$ cat src/rtl/man_decoding_master.sv
// man_decoding_master: Manchester receiver for the 7-bit ASI slave response
// frame (start 0, I3..I0 MSB first, even parity, end 1). Bit 1 is low-then-high,
// bit 0 is high-then-low, and the line idles high. Every sample point is timed
// from the synchronized falling edge in the middle of the start bit.
//
// Optional build macro RX_TIMEOUT_EN adds resp_arm / rx_timeout and a
// response timeout counter. Without it those ports and the counter are absent.

module man_decoding_master #(
  parameter int HALF_BIT_CLKS = 150
`ifdef RX_TIMEOUT_EN
  ,
  parameter int TIMEOUT_CLKS  = 2400
`endif
) (
  input  logic       clk_in,
  input  logic       rst,
  input  logic       code_in,
  output logic [3:0] rx_data,
  output logic       rx_valid,
  output logic       rx_err,
  output logic [1:0] err_type,
  output logic       busy
`ifdef RX_TIMEOUT_EN
  ,
  input  logic       resp_arm,
  output logic       rx_timeout
`endif
);

  // Counter wide enough for the whole frame (last sample at 12.5 half-bits,
  // next sample target at 13.5 half-bits) without wrapping.
  localparam int CW = $clog2(14 * HALF_BIT_CLKS);

  localparam logic [CW-1:0] HALF_C  = CW'(HALF_BIT_CLKS / 2);
  localparam logic [CW-1:0] H_C     = CW'(HALF_BIT_CLKS);
  localparam logic [CW-1:0] RECOV_C = CW'(2 * HALF_BIT_CLKS - 1);
  localparam logic [CW-1:0] SAT_C   = {CW{1'b1}};

  // Sample index 12 is the second half of the end bit.
  localparam logic [3:0] LAST_IDX = 4'd12;

  typedef enum logic [2:0] {
    IDLE,
    START_CHK,
    BITS,
    CHECK,
    RECOVER
  } state_t;

  // Synchronizer and edge-detect flops
  logic sync1_reg;
  logic s_reg;
  logic s_dly_reg;
  logic fall;

  // Decoder state
  state_t         state_reg,    state_next;
  logic [CW-1:0]  cnt_reg,      cnt_next;
  logic [CW-1:0]  pt_reg,       pt_next;
  logic [3:0]     idx_reg,      idx_next;
  logic           first_reg,    first_next;
  logic [5:0]     shift_reg,    shift_next;
  logic [CW-1:0]  cnt_inc;

  // Registered outputs
  logic [3:0]     rx_data_reg,  rx_data_next;
  logic           rx_valid_reg, rx_valid_next;
  logic           rx_err_reg,   rx_err_next;
  logic [1:0]     err_type_reg, err_type_next;

  // Two-flop synchronizer plus one delay flop; reset loads the idle level so
  // leaving reset never looks like a start edge.
  always_ff @(posedge clk_in) begin
    if (rst) begin
      sync1_reg <= 1'b1;
      s_reg     <= 1'b1;
      s_dly_reg <= 1'b1;
    end else begin
      sync1_reg <= code_in;
      s_reg     <= sync1_reg;
      s_dly_reg <= s_reg;
    end
  end

  assign fall = s_dly_reg & ~s_reg;

  // Frame counter increments but sticks at all-ones instead of wrapping.
  assign cnt_inc = (cnt_reg == SAT_C) ? cnt_reg : cnt_reg + 1'b1;

  // Next-state and output decode for the frame FSM.
  always_comb begin
    state_next    = state_reg;
    cnt_next      = cnt_reg;
    pt_next       = pt_reg;
    idx_next      = idx_reg;
    first_next    = first_reg;
    shift_next    = shift_reg;
    rx_data_next  = rx_data_reg;
    rx_valid_next = 1'b0;
    rx_err_next   = 1'b0;
    err_type_next = 2'd0;

    case (state_reg)
      IDLE: begin
        if (fall) begin
          // The edge cycle is t=0, so the next cycle holds t=1.
          state_next = START_CHK;
          cnt_next   = {{(CW-1){1'b0}}, 1'b1};
          pt_next    = HALF_C;
        end
      end

      START_CHK: begin
        cnt_next = cnt_inc;
        if (cnt_reg == pt_reg) begin
          if (!s_reg) begin
            state_next = BITS;
            idx_next   = 4'd1;
            pt_next    = pt_reg + H_C;
          end else begin
            // Line already back high: a glitch, drop it silently.
            state_next = IDLE;
          end
        end
      end

      BITS: begin
        cnt_next = cnt_inc;
        if (cnt_reg == pt_reg) begin
          pt_next  = pt_reg + H_C;
          idx_next = idx_reg + 4'd1;
          if (idx_reg[0]) begin
            // Odd index: first half of a bit, keep it for comparison.
            first_next = s_reg;
          end else if (s_reg == first_reg) begin
            // No mid-bit transition: Manchester violation.
            rx_err_next   = 1'b1;
            err_type_next = 2'd0;
            state_next    = RECOVER;
            cnt_next      = '0;
          end else begin
            // Bit value is the second-half level, shifted in MSB first.
            shift_next = {shift_reg[4:0], s_reg};
            if (idx_reg == LAST_IDX) begin
              state_next = CHECK;
            end
          end
        end
      end

      CHECK: begin
        // shift_reg = {I3, I2, I1, I0, P, END}; end bit outranks parity.
        if (!shift_reg[0]) begin
          rx_err_next   = 1'b1;
          err_type_next = 2'd2;
        end else if (^shift_reg[5:1]) begin
          rx_err_next   = 1'b1;
          err_type_next = 2'd1;
        end else begin
          rx_valid_next = 1'b1;
          rx_data_next  = shift_reg[5:2];
        end
        state_next = IDLE;
      end

      RECOVER: begin
        // Need 2H consecutive high samples; any low restarts the wait and
        // falling edges are not acted on here.
        if (!s_reg) begin
          cnt_next = '0;
        end else if (cnt_reg == RECOV_C) begin
          state_next = IDLE;
          cnt_next   = '0;
        end else begin
          cnt_next = cnt_reg + 1'b1;
        end
      end

      default: begin
        state_next = IDLE;
        cnt_next   = '0;
      end
    endcase
  end

  // Frame FSM state, datapath and output registers.
  always_ff @(posedge clk_in) begin
    if (rst) begin
      state_reg    <= IDLE;
      cnt_reg      <= '0;
      pt_reg       <= '0;
      idx_reg      <= 4'd0;
      first_reg    <= 1'b0;
      shift_reg    <= 6'd0;
      rx_data_reg  <= 4'h0;
      rx_valid_reg <= 1'b0;
      rx_err_reg   <= 1'b0;
      err_type_reg <= 2'd0;
    end else begin
      state_reg    <= state_next;
      cnt_reg      <= cnt_next;
      pt_reg       <= pt_next;
      idx_reg      <= idx_next;
      first_reg    <= first_next;
      shift_reg    <= shift_next;
      rx_data_reg  <= rx_data_next;
      rx_valid_reg <= rx_valid_next;
      rx_err_reg   <= rx_err_next;
      err_type_reg <= err_type_next;
    end
  end

  assign rx_data  = rx_data_reg;
  assign rx_valid = rx_valid_reg;
  assign rx_err   = rx_err_reg;
  assign err_type = err_type_reg;
  assign busy     = (state_reg != IDLE);

`ifdef RX_TIMEOUT_EN
  localparam int TW = $clog2(TIMEOUT_CLKS + 1);
  localparam logic [TW-1:0] TO_LAST = TW'(TIMEOUT_CLKS - 1);

  logic          arm_reg,  arm_next;
  logic [TW-1:0] tcnt_reg, tcnt_next;
  logic          tout_reg, tout_next;

  // Response timeout: counts only in IDLE while armed, pauses during the
  // start check (a glitch keeps it armed) and disarms once bits are decoded.
  always_comb begin
    arm_next  = arm_reg;
    tcnt_next = tcnt_reg;
    tout_next = 1'b0;
    if (resp_arm && (state_reg == IDLE || arm_reg)) begin
      arm_next  = 1'b1;
      tcnt_next = {{(TW-1){1'b0}}, 1'b1};
    end else if (arm_reg) begin
      if (state_reg == START_CHK && state_next == BITS) begin
        arm_next = 1'b0;
      end else if (state_reg == IDLE && !fall) begin
        if (tcnt_reg == TO_LAST) begin
          tout_next = 1'b1;
          arm_next  = 1'b0;
        end else begin
          tcnt_next = tcnt_reg + 1'b1;
        end
      end
    end
  end

  // Timeout counter registers.
  always_ff @(posedge clk_in) begin
    if (rst) begin
      arm_reg  <= 1'b0;
      tcnt_reg <= '0;
      tout_reg <= 1'b0;
    end else begin
      arm_reg  <= arm_next;
      tcnt_reg <= tcnt_next;
      tout_reg <= tout_next;
    end
  end

  assign rx_timeout = tout_reg;
`endif

endmodule

$ cat config.mk
export PLATFORM = sky130hd
export DESIGN_NAME = man_decoding_master
export DESIGN_NICKNAME = d
export VERILOG_FILES = /design/src/rtl/man_decoding_master.sv
export SDC_FILE = /design/constraint.sdc
export NUM_CORES = 1
export LEC_CHECK = 0
export BUFFER_PORTS_ARGS = -buffer_cell sky130_fd_sc_hd__buf_4
export CAP_MARGIN = 30
export CORE_MARGIN = 4
export CORE_UTILIZATION = 44
export DETAILED_ROUTE_END_ITERATION = 10
export SLEW_MARGIN = 5
export SYNTH_ARGS = -nofsm -noshare
export SYNTH_HDL_FRONTEND = slang
export SYNTH_SLANG_ARGS = --single-unit
$ cat constraint.sdc
create_clock -name clk_in -period 2.6 [get_ports clk_in]
set_input_delay 0.13 -clock clk_in [delete_from_list [all_inputs] [get_ports clk_in]]
set_output_delay 0.13 -clock clk_in [all_outputs]
set_load 0.01 [all_outputs]
Word-level counts from Yosys, hierarchy flattened
Index checks and enable logic that the tools add are counted.

cells by class
  bitwise operators = 7
  $add $sub $neg = 3
  reductions and logical operators = 14
  equal/unequal tests = 17
  mux-type cells = 36

operators by type and width
  kind                                            count
  two-way mux 12 bit                              11
  one-hot mux 12 bit (5 select lines)             1
  one-hot mux 12 bit (3 select lines)             1
  two-way mux 3 bit                               8
  != test 2 bit, second input constant            7
  adder 12 x 1 -> 12 bit, second input constant   1
  adder 12 x 8 -> 12 bit, second input constant   1
  == test 12 bit                                  1
  == test 12 bit, second input constant           1
  == test 12 x 9 -> 1 bit, second input constant  1
  two-way mux 4 bit                               3
  one-hot mux 3 bit (4 select lines)              1
  one-hot mux 4 bit (2 select lines)              1
  AND reduction 4 bit                             2
  two-way mux 1 bit                               7
  AND reduction 7 bit                             1
  == test 3 x 2 -> 1 bit, second input constant   2
  NOT 1 bit                                       6
  AND reduction 3 bit                             2
  nonzero test 3 bit                              2
  AND reduction 5 bit                             1
  XOR reduction 5 bit                             1
  adder 4 x 1 -> 4 bit, second input constant     1
  == test 4 bit, second input constant            1
  other kinds (12)                                13

storage, ports and cells
  output and inout bits = 9
  logic and storage cells = 91
  register bits after elaboration = 49
  input bits = 3

Logic depth before layout (Yosys ltp)
  depth after elaboration = 6
  gate-level depth with buffers = 8
  mapped depth without buffers = 8

Worst setup path before layout
Ideal clock, no wire load.

  path kind = reg-to-reg
  start point = reg s_reg
  end point = reg pt_reg[9]
  setup slack = 0.403 ns
  path buffers = 2
  arrival = 2.076 ns
  setup time = 0.121 ns
  period minus slack after synthesis = 2.197 ns
  cell stages (with the launch flop) = 9
  required time = 2.479 ns
  cell sequence = dfxtp_1 buf_6 or3b_4 a21oi_4 or4b_4 buf_6 a211oi_1 xnor2_1 nor2_2

between the ends
  longest elaborated chain between the ends = 4
  elaborated cells between the ends (all ways) = 5
  classes of those cells = 2 x eq/ne; 2 x bitwise; 1 x reduce/logical

ends and longest elaborated chain
  what                             line  source
  from (decl)                      53    logic s_reg;
  from (signal assigned)           81    s_reg <= sync1_reg;
  NOT 1 bit                        86    assign fall = s_dly_reg & ~s_reg;
  bitwise AND 1 bit                86
  != test 2 bit (no line)          -
  AND reduction 5 bit (no line) *  -
  to (signal assigned)             203   pt_reg <= pt_next;
  to (decl)                        60    logic [CW-1:0] pt_reg, pt_next;

Mark *: on every way between the ends. The rest lies on a longest branch, timed or not.
A chain may end at the register's enable or synchronous reset.

Worst setup path after layout
  start point = reg state_reg[1]
  end point = reg pt_reg[10]

between the ends
  longest elaborated chain between the ends = 3
  elaborated cells between the ends (all ways) = 10
  classes of those cells = 6 x eq/ne; 1 x mux; 3 x reduce/logical

ends and longest elaborated chain
  what                                                                  line  source
  from (decl)                                                           58    state_t state_reg, state_next;
  from (signal assigned)                                                201   state_reg <= state_next;
  == test 3 x 1 -> 1 bit (tied with other cells)                        104   case (state_reg)
  != test 2 bit (no line) / nonzero test 3 bit (equally long branches)  -
  AND reduction 5 bit (no line)                                         -

Parallel ways exist; a longest one is shown, timed or not.

==> insert_results.sql <==
INSERT INTO impl_metrics (metric_group, metric, value, unit) VALUES
('floorplan', 'fp-row-count', '28', ''),
('setup_path', 'cp_slowest_cell', 'or4b_4', ''),
('cts', 'tritoncts', 'done', ''),
('synthesis', 'post-synth-top-area-fraction', '0.364', ''),
('placement', 'globalplace.congestion', '0.822', ''),
('synthesis', 'count_of_yosys_warnings_during_synthesis', '0', ''),
('synthesis', 'synth_top_cells_by_area', 'dfxtp_1 (36%), xnor2_1 (8.8%), mux2i_1 (4.8%), nor2_1 (4.6%), a21oi_1 (4.5%)', ''),
('global_route', 'grt_antenna_before_repair', '0', ''),
('setup_path', 'cp.arrival', '2.55', 'ns'),
('setup_path', 'timing.critical_path.from_type', 'register', ''),
('floorplan', 'die_x', '86.3', 'µm'),
('timing', 'timing_hold_violations_final', '0', ''),
('global_route', 'global_route.overflow_total', '0', ''),
('setup_path', 'timing.critical_path.max_delay_family', 'simple AND/OR/NAND/NOR gates', ''),
('pwr', 'seq_power_share', '0.492', ''),
('pwr', 'switching_share', '0.323', ''),
('setup_path', 'path_class', 'reg2reg', ''),
('cts', 'cts_made_buffers', '5', ''),
('route', 'detail_route.drc_violations', '0', ''),
('synthesis', 'postSynthNetCount', '333', ''),
('pwr', 'p_int', '1.10', 'mW'),
('setup_path', 'worst_ep_required_time', '2.80', 'ns'),
('global_route', 'grt_first_pass_wirelength', '10600', 'µm'),
('timing', 'achievable-frequency', '0.425', 'GHz'),
('global_route', 'vias_in_the_first_global_route', '2138', ''),
('synthesis', 'synth_area', '2700', 'µm²'),
('timing', 'fin_crit_sh', '0.905', ''),
('outcome', 'outcome', 'complete, no violations', ''),
('timing', 'fin_tns_setup', '0', 'ns'),
('synthesis', 'synthCells', '326', ''),
('floorplan', 'ios', '12', ''),
('route', 'avgRoutedWirePerCell', '14.5', 'µm'),
('pwr', 'p_switching', '0.526', 'mW'),
('synthesis', 'most_common_cell_in_the_netlist', 'dfxtp_1', ''),
('route', 'vias', '2295', ''),
('pwr', 'clk_network_pwr_share', '0.292', ''),
('synthesis', 'post-synth-top-area-cell', 'dfxtp_1', ''),
('pwr', 'pwr_density_cell', '548', 'nW/µm²'),
('synthesis', 'synth-main-ff-cell', 'dfxtp_1', ''),
('route', 'drtPass1Iterations', '4', ''),
('route', 'vias_per_cell', '5.57', ''),
('placement', 'io_buffer_count', '11', ''),
('placement', 'placement.setup.worst_slack', '0.251', 'ns'),
('synthesis', 'yosys.cell_types.count', '50', ''),
('cts', 'clock_transition_at_path_regs', '0.10', 'ns'),
('timing', 'slew_viol_final', '0', ''),
('route', 'number_of_nets_still_failing_antenna_checks_after_routing', '0', ''),
('cts', 'cts.htree.levels', '2', ''),
('global_route', 'largest_net_degree_at_the_start_of_global_routing', '42', ''),
('layout', 'final_layout_size_suffix_gt1_frac', '0.131', ''),
('setup_path', 'path_cells', 'or3b_4 -> a21oi_4 -> or4b_4 -> a2111oi_2 -> xnor2_1 -> nor2_1', ''),
('layout', 'design_area', '2980', 'µm²'),
('setup_path', 'worst-path-buf-inv', '0', ''),
('floorplan', 'floorplan.core_area', '5920', 'µm²'),
('pwr', 'power_frac_comb', '0.216', ''),
('route', 'wl', '5980', 'µm'),
('synthesis', 'synth_edf_count', '0', ''),
('layout', 'fill_cells', '577', ''),
('timing', 'final.setup_skew', '0.0113', 'ns'),
('global_route', 'groute.usage.overall', '0.175', ''),
('setup_path', 'timing.critical_path.fanout_max', '12', ''),
('synthesis', 'postSynth.asyncResetShare', '0', ''),
('timing', 'slew_headroom', '0.578', ''),
('pwr', 'max-vdd-ir-drop', '368', 'µV'),
('floorplan', 'floorplan.die.height', '86.3', 'µm'),
('layout', 'syn_to_final_growth', '10.4', '%'),
('synthesis', 'netlist_top_cells_count', 'dfxtp_1 (49), nor2_1 (33), nand2_1 (27), xnor2_1 (27), a21oi_1 (24)', ''),
('timing', 'timing.final.setup_violations', '0', ''),
('synthesis', 'postSynthRegisterBits', '49', ''),
('floorplan', 'die_area', '7440', 'µm²'),
('placement', 'instance_area_at_placement', '2870', 'µm²');
power by group through the flow:
stage	Sequential, mW	Clock, mW	Combinational (mW)
4_1_cts	0.801	0.496	0.346
3_3_place_gp	0.819	0	0.342
6_report	0.801	0.477	0.352
2_1_floorplan	0.809	0	0.257
3_5_place_dp	0.819	0	0.344
5_1_grt	0.806	0.521	0.386
timing repair:
item / CTS / global route
hold endpoints to repair: 1 / 0
setup endpoints to repair: 0 / 2
hold buffers: 1 / 0
resized for setup: 0 / 1
worst paths after layout:
check | startpoint | endpoint | slack, ns | depth (start not counted)
max reg2reg | state_reg[1] | pt_reg[10] | 0.25 | 6
max | state_reg[1] | pt_reg[10] | 0.25 | 6
min | rst | rx_data[3] | 0.25 | 2
min reg2reg | sync1_reg | s_reg | 0.42 | 1
routing by layer:
metal  vias up  track usage  share of wire
met2        35        0.258           0.44
met3         7       0.0295          0.026
met5         -            0              0
li1       1175            -              -
met4         0       0.0467         0.0099
met1      1078        0.262           0.52
through the flow:
step | std cells | total power, mW | util | hold slack (ns)
2_1_floorplan | 326 | 1.07 | - | 0.234
3_3_place_gp | 403 | 1.16 | 0.484 | 0.317
3_5_place_dp | 403 | 1.16 | 0.484 | 0.318
4_1_cts | 412 | 1.64 | 0.502 | 0.238
5_1_grt | 412 | 1.71 | 0.503 | 0.249
6_report | 412 | 1.63 | 0.503 | 0.250
layout make-up:
| cell class | instances | area (µm²) | area share |
|---|---|---|---|
| clock buffer | 5 | 68.8 | 0.0231 |
| clock inverter | 3 | 26.3 | 0.00883 |
| inverter | 10 | 37.5 | 0.0126 |
| multi-input combinational | 246 | 1590 | 0.533 |
| sequential | 49 | 981 | 0.330 |
| tap | 75 | 93.8 | 0.0315 |
| timing repair buffer | 24 | 183 | 0.0614 |
cells by family after synthesis:
kind of cell / after synthesis / share of synthesized area
flops: 49 / 0.364
compound gates: 81 / 0.201
xor+xnor: 29 / 0.0942
buf+inv: 31 / 0.0487
fa+ha+maj: 4 / 0.0186
simple gates: 119 / 0.226
mux: 13 / 0.0483
layout by cell type, fill, tap and decap left out, types with 10 or more instances in the layout:
cell,instances
mux2i_1,13
a211oi_1,10
buf_4,23
nand4_1,10
nand2_1,27
a21oi_1,23
nand3_1,12
nor2_1,33
inv_1,10
dfxtp_1,49
xnor2_1,27
o21ai_0,16
Note: power is estimated with default switching activity, not from simulation.
